`src/rtl/clap_timer_bank.sv`:
```
// clap_timer_bank: bank of independent stopwatch channels with a
// restart, count-enable and capture-and-freeze ("clap") input per channel.
module clap_timer_bank #(
    parameter int WIDTH    = 17,
    parameter int MAXCOUNT = 66080,
    parameter int CHANNELS = 2,
    parameter int WRAP     = 0
) (
    input  logic                      clk,
    input  logic                      resetn,
    input  logic [CHANNELS-1:0]       go,
    input  logic [CHANNELS-1:0]       en,
    input  logic [CHANNELS-1:0]       stop,
    output logic [CHANNELS*WIDTH-1:0] count,
    output logic [CHANNELS*WIDTH-1:0] capture,
    output logic [CHANNELS-1:0]       cap_valid,
    output logic [CHANNELS-1:0]       expired,
    output logic [CHANNELS-1:0]       wrapped,
    output logic [CHANNELS-1:0]       running
);

    typedef enum logic [1:0] {
        IDLE = 2'd0,
        RUN  = 2'd1,
        HOLD = 2'd2
    } state_t;

    localparam logic [WIDTH-1:0] TERM = WIDTH'(MAXCOUNT);

    if (MAXCOUNT < 1 || longint'(MAXCOUNT) >= (longint'(1) << WIDTH)
        || CHANNELS < 1) begin : g_bad_params
        $error("clap_timer_bank: illegal MAXCOUNT/WIDTH/CHANNELS");
    end

    for (genvar i = 0; i < CHANNELS; i++) begin : g_ch
        state_t           state, state_n;
        logic [WIDTH-1:0] cnt, cnt_n;
        logic [WIDTH-1:0] cap, cap_n;
        logic             cv_q, cv_n;
        logic             exp_q, exp_n;
        logic             wrap_q, wrap_n;

        // go overrides everything; stop beats the terminal condition
        always_comb begin
            state_n = state;
            cnt_n   = cnt;
            cap_n   = cap;
            cv_n    = 1'b0;
            exp_n   = exp_q;
            wrap_n  = 1'b0;
            if (go[i]) begin
                state_n = RUN;
                cnt_n   = '0;
                exp_n   = 1'b0;
            end else begin
                case (state)
                    RUN: begin
                        if (stop[i]) begin
                            cap_n   = cnt;
                            cv_n    = 1'b1;
                            state_n = HOLD;
                        end else if (en[i]) begin
                            if (cnt == TERM) begin
                                if (WRAP != 0) begin
                                    cnt_n  = '0;
                                    wrap_n = 1'b1;
                                end else begin
                                    state_n = HOLD;
                                    exp_n   = 1'b1;
                                end
                            end else begin
                                cnt_n = cnt + WIDTH'(1);
                            end
                        end
                    end
                    IDLE, HOLD: ;
                    default: state_n = IDLE;
                endcase
            end
        end

        always_ff @(posedge clk or negedge resetn) begin
            if (!resetn) begin
                state  <= IDLE;
                cnt    <= '0;
                cap    <= '0;
                cv_q   <= 1'b0;
                exp_q  <= 1'b0;
                wrap_q <= 1'b0;
            end else begin
                state  <= state_n;
                cnt    <= cnt_n;
                cap    <= cap_n;
                cv_q   <= cv_n;
                exp_q  <= exp_n;
                wrap_q <= wrap_n;
            end
        end

        assign count[i*WIDTH +: WIDTH]   = cnt;
        assign capture[i*WIDTH +: WIDTH] = cap;
        assign cap_valid[i]              = cv_q;
        assign expired[i]                = exp_q;
        assign wrapped[i]                = wrap_q;
        assign running[i]                = (state == RUN);
    end

endmodule
```
`config.mk`:
```
export PLATFORM = sky130hd
export DESIGN_NAME = clap_timer_bank
export DESIGN_NICKNAME = d
export VERILOG_FILES = /design/src/rtl/clap_timer_bank.sv
export SDC_FILE = /design/constraint.sdc
export NUM_CORES = 1
export LEC_CHECK = 0
export ABC_AREA = 1
export CORE_MARGIN = 3
export CORE_UTILIZATION = 40
export DETAILED_ROUTE_END_ITERATION = 16
export HOLD_SLACK_MARGIN = 0.12
export SYNTH_ARGS = -nofsm -noshare
export SYNTH_HDL_FRONTEND = slang
export SYNTH_SLANG_ARGS = --single-unit
export TNS_END_PERCENT = 10
```
`constraint.sdc`:
```
create_clock -name clk -period 2.3 [get_ports clk]
set_clock_uncertainty 0.1 [all_clocks]
set_input_delay 0.69 -clock clk [delete_from_list [all_inputs] [get_ports clk]]
set_output_delay 0.69 -clock clk [all_outputs]
set_load 0.03 [all_outputs]
```
==> results.yml <==
status:
  status: "finished, final reports clean"
yosys:
  ys_top_cells_by_area: "dfrtp_1 45%, nand2_1 12%, nand3_1 6.5%"
  synth_edf_count: 0
  ys_seq_area_share_pct: 45.4
  synth_top_area_cell: "dfrtp_1"
  syn-instance-count: 539
  ys_warn_count: 0
  synth_cell_types: 34
  ys_top_cells_by_count: "131 x nand2_1, 76 x dfrtp_1, 57 x nor2_1"
  avgSynthCellArea_sq_um: 7.77
  ys.flop_type: "dfrtp_1"
  yosysMostFrequentCell: "nand2_1"
  synth_top_area_share_pct: 45.4
  netlist_area_sq_um: 4190
  ys_async_sr_fraction_pct: 100
  synth_seq_cells: 76
placement:
  portBuffers: 81
  dp_hpwl_microns: 8400
  dpl-instance-area_sq_um: 5190
  gp_congestion: 0.943
critical_path:
  crit_family: "buffers and inverters"
  endpoint_kind: "output port"
  crit_buf_inv: 1
  crit_type: "reg -> out"
  cp_data_required_time_ns: 1.51
  critical_path.max_fanout: 4
  slowest_stage: "clkdlybuf4s50_1"
  worstSetupStartpointType: "register"
  critPathArrivalTime_ns: 1.47
  path_cells: "clkdlybuf4s50_1"
  critical-path-max-stage-delay_ns: 0.69
routing:
  initialDrtViolationCount: 181
  top_layer_used: "met4"
  firstDrtPassIters: 4
  drc: 0
  totalWireLength_microns: 10900
  via_per_inst: 4.98
  wl_met2_microns: 5190
  wl_met3_microns: 558
  wl_per_cell_microns: 14.1
  antenna_left: 0
  wl_met1_microns: 4680
  vias: 3830
timing:
  finalHoldViolations: 0
  rsz0062_at_grt: "false"
  setup_viol: 0
  min_period_over_period_pct: 98.2
  finalCriticalPeriod_ns: 2.26
  max_freq_mhz: 443
  slew_viol_final: 0
  setup_tns_ns: 0
grt:
  grt-ovfl-total: 0
  grt_usage_pct: 19.5
  grt_first_pass_wirelength_microns: 18000
  grt_pass1_vias: 3713
  grt_antenna_before_repair: 0
  grt_start_max_net_pins: 35
floorplan:
  die_w_microns: 108
  start_util_pct: 42.1
  dieHeight_microns: 108
  die_area_sq_um: 11700
  row_count: 36
  ios: 84
  core_sq_um: 9950
layout:
  area_growth_pct: 27.9
  stdcell_area_sq_um: 5360
  nNetsFinal: 643
  drive_gt1_share_pct: 14.3
  diodes: 0
cts:
  cts_buffers: 9
  cts.sinks: 76
  path_clk_slew_ns: 0.09
  cts_hold_buf: 0
  cts-root-buf: "clkbuf_8"
  cts_tree: "yes"
  cts_buffer_depth: 2
  clk_latency_ns: 0.35
  post-cts-setup-buffers: 0
  htreeDepth: 3
power:
  irDropWorstVdd_uv: 299
  p_leak_nw: 2.50
  p_per_area_nw_per_um2: 480
worst_hold_path:
  worst_hold_path_type: "in -> async"
job:
  maxCapViolations: 0
[worst register-to-register path: cells and delay by family (launching register included)]
family,cells,cell delay [ns]
adders and majority gates,1,0.22
buffers and inverters,2,0.41
and+or+nand+nor,6,0.64
DFF,1,0.47
AOI/OAI and AO/OA,1,0.06
[repair_timing]
| item | in CTS | in global routing |
|---|---|---|
| gates cloned | 0 | 0 |
| endpoints found under the setup margin | 17 | 6 |
| pin swaps | 0 | 0 |
| gates resized for setup | 17 | 6 |
[registers in the layout, summed over array words and instances (netlist names)]
name and flops:
g_ch.cap 34, g_ch.cnt 34, g_ch.state 4, g_ch.cv_q 2, g_ch.exp_q 2
[cells by family after synthesis]
group                      after synthesis  share of synthesized area (%)
and+or+nand+nor                        294                           32.1
other                                    1                         0.0895
muxes                                    1                          0.239
AOI/OAI and AO/OA                       71                           9.56
DFF                                     76                           45.4
buffers and inverters                   82                           9.29
xor gates and xnor gates                10                           2.09
adders and majority gates                4                           1.19
[metal layers]
layer / vias up / global-route usage [%]
li1: 1916 / -
met3: 31 / 2.87
met1: 1763 / 24.2
met2: 120 / 32.7
met5: - / 0
met4: 0 / 10.6
[final timing paths]
check	start	endpoint	slack, ns	cells past startpoint
max	g_ch[0].cnt[8]	count[8]	0.04	1
min	resetn	g_ch[0].cap[3]	0.14	1
max reg2reg	g_ch[1].cnt[0]	g_ch[1].cnt[2]	0.33	10
min reg2reg	g_ch[0].cap[9]	g_ch[0].cap[9]	0.38	2
max in group asynchronous	resetn	g_ch[0].state[0]	1.44	2
min in group clk	g_ch[0].cap[9]	g_ch[0].cap[9]	0.38	2
[layout make-up]
| cell class | count | area [sq um] |
|---|---|---|
| Clock buffer | 10 | 138 |
| Clock inverter | 6 | 40.0 |
| Fill cell | 980 | 4600 |
| Inverter | 61 | 234 |
| Multi-Input combinational cell | 382 | 1900 |
| Sequential cell | 76 | 1900 |
| Tap cell | 133 | 166 |
| Timing Repair Buffer | 101 | 977 |
[where the power goes]
| part | leakage [nW] | total, mW | internal [mW] | switching [mW] |
|---|---|---|---|---|
| Clock | 0.0803 | 0.939 | 0.417 | 0.522 |
| Combinational | 1.36 | 0.264 | 0.0825 | 0.181 |
| Sequential | 1.05 | 1.37 | 1.36 | 0.0152 |
[placed cells by master, fill, tap and decap left out, drive strengths merged, types with 2 or more instances in the layout]
cell           count
and2               2
nand3             54
buf               21
nand2            142
conb               2
clkdlybuf4s50     57
nor2              62
dlygate4sd2       17
inv               60
clkinvlp           4
o21ai             68
xor2              10
ha                 4
dfrtp             76
nor3              13
dlymetal6s2s       6
or2                4
nand4             17
clkinv             3
clkbuf            10
[metrics by stage]
step / power [mW] / cells / worst slack [ns] / utilization (%) / hold WS, ns
after detailed placement: 1.67 / 753 / 0.0845 / 52.1 / 0.366
after global placement: 1.67 / 753 / 0.103 / 52.1 / 0.364
after floorplan: 1.57 / 540 / 0.455 / - / 0.294
final: 2.57 / 769 / 0.0423 / 53.8 / 0.143
after CTS: 2.61 / 769 / 0.00108 / 53.7 / 0.147
after global routing: 2.69 / 769 / 0.00784 / 53.8 / 0.157
Note: power is estimated with default switching activity, not from simulation.
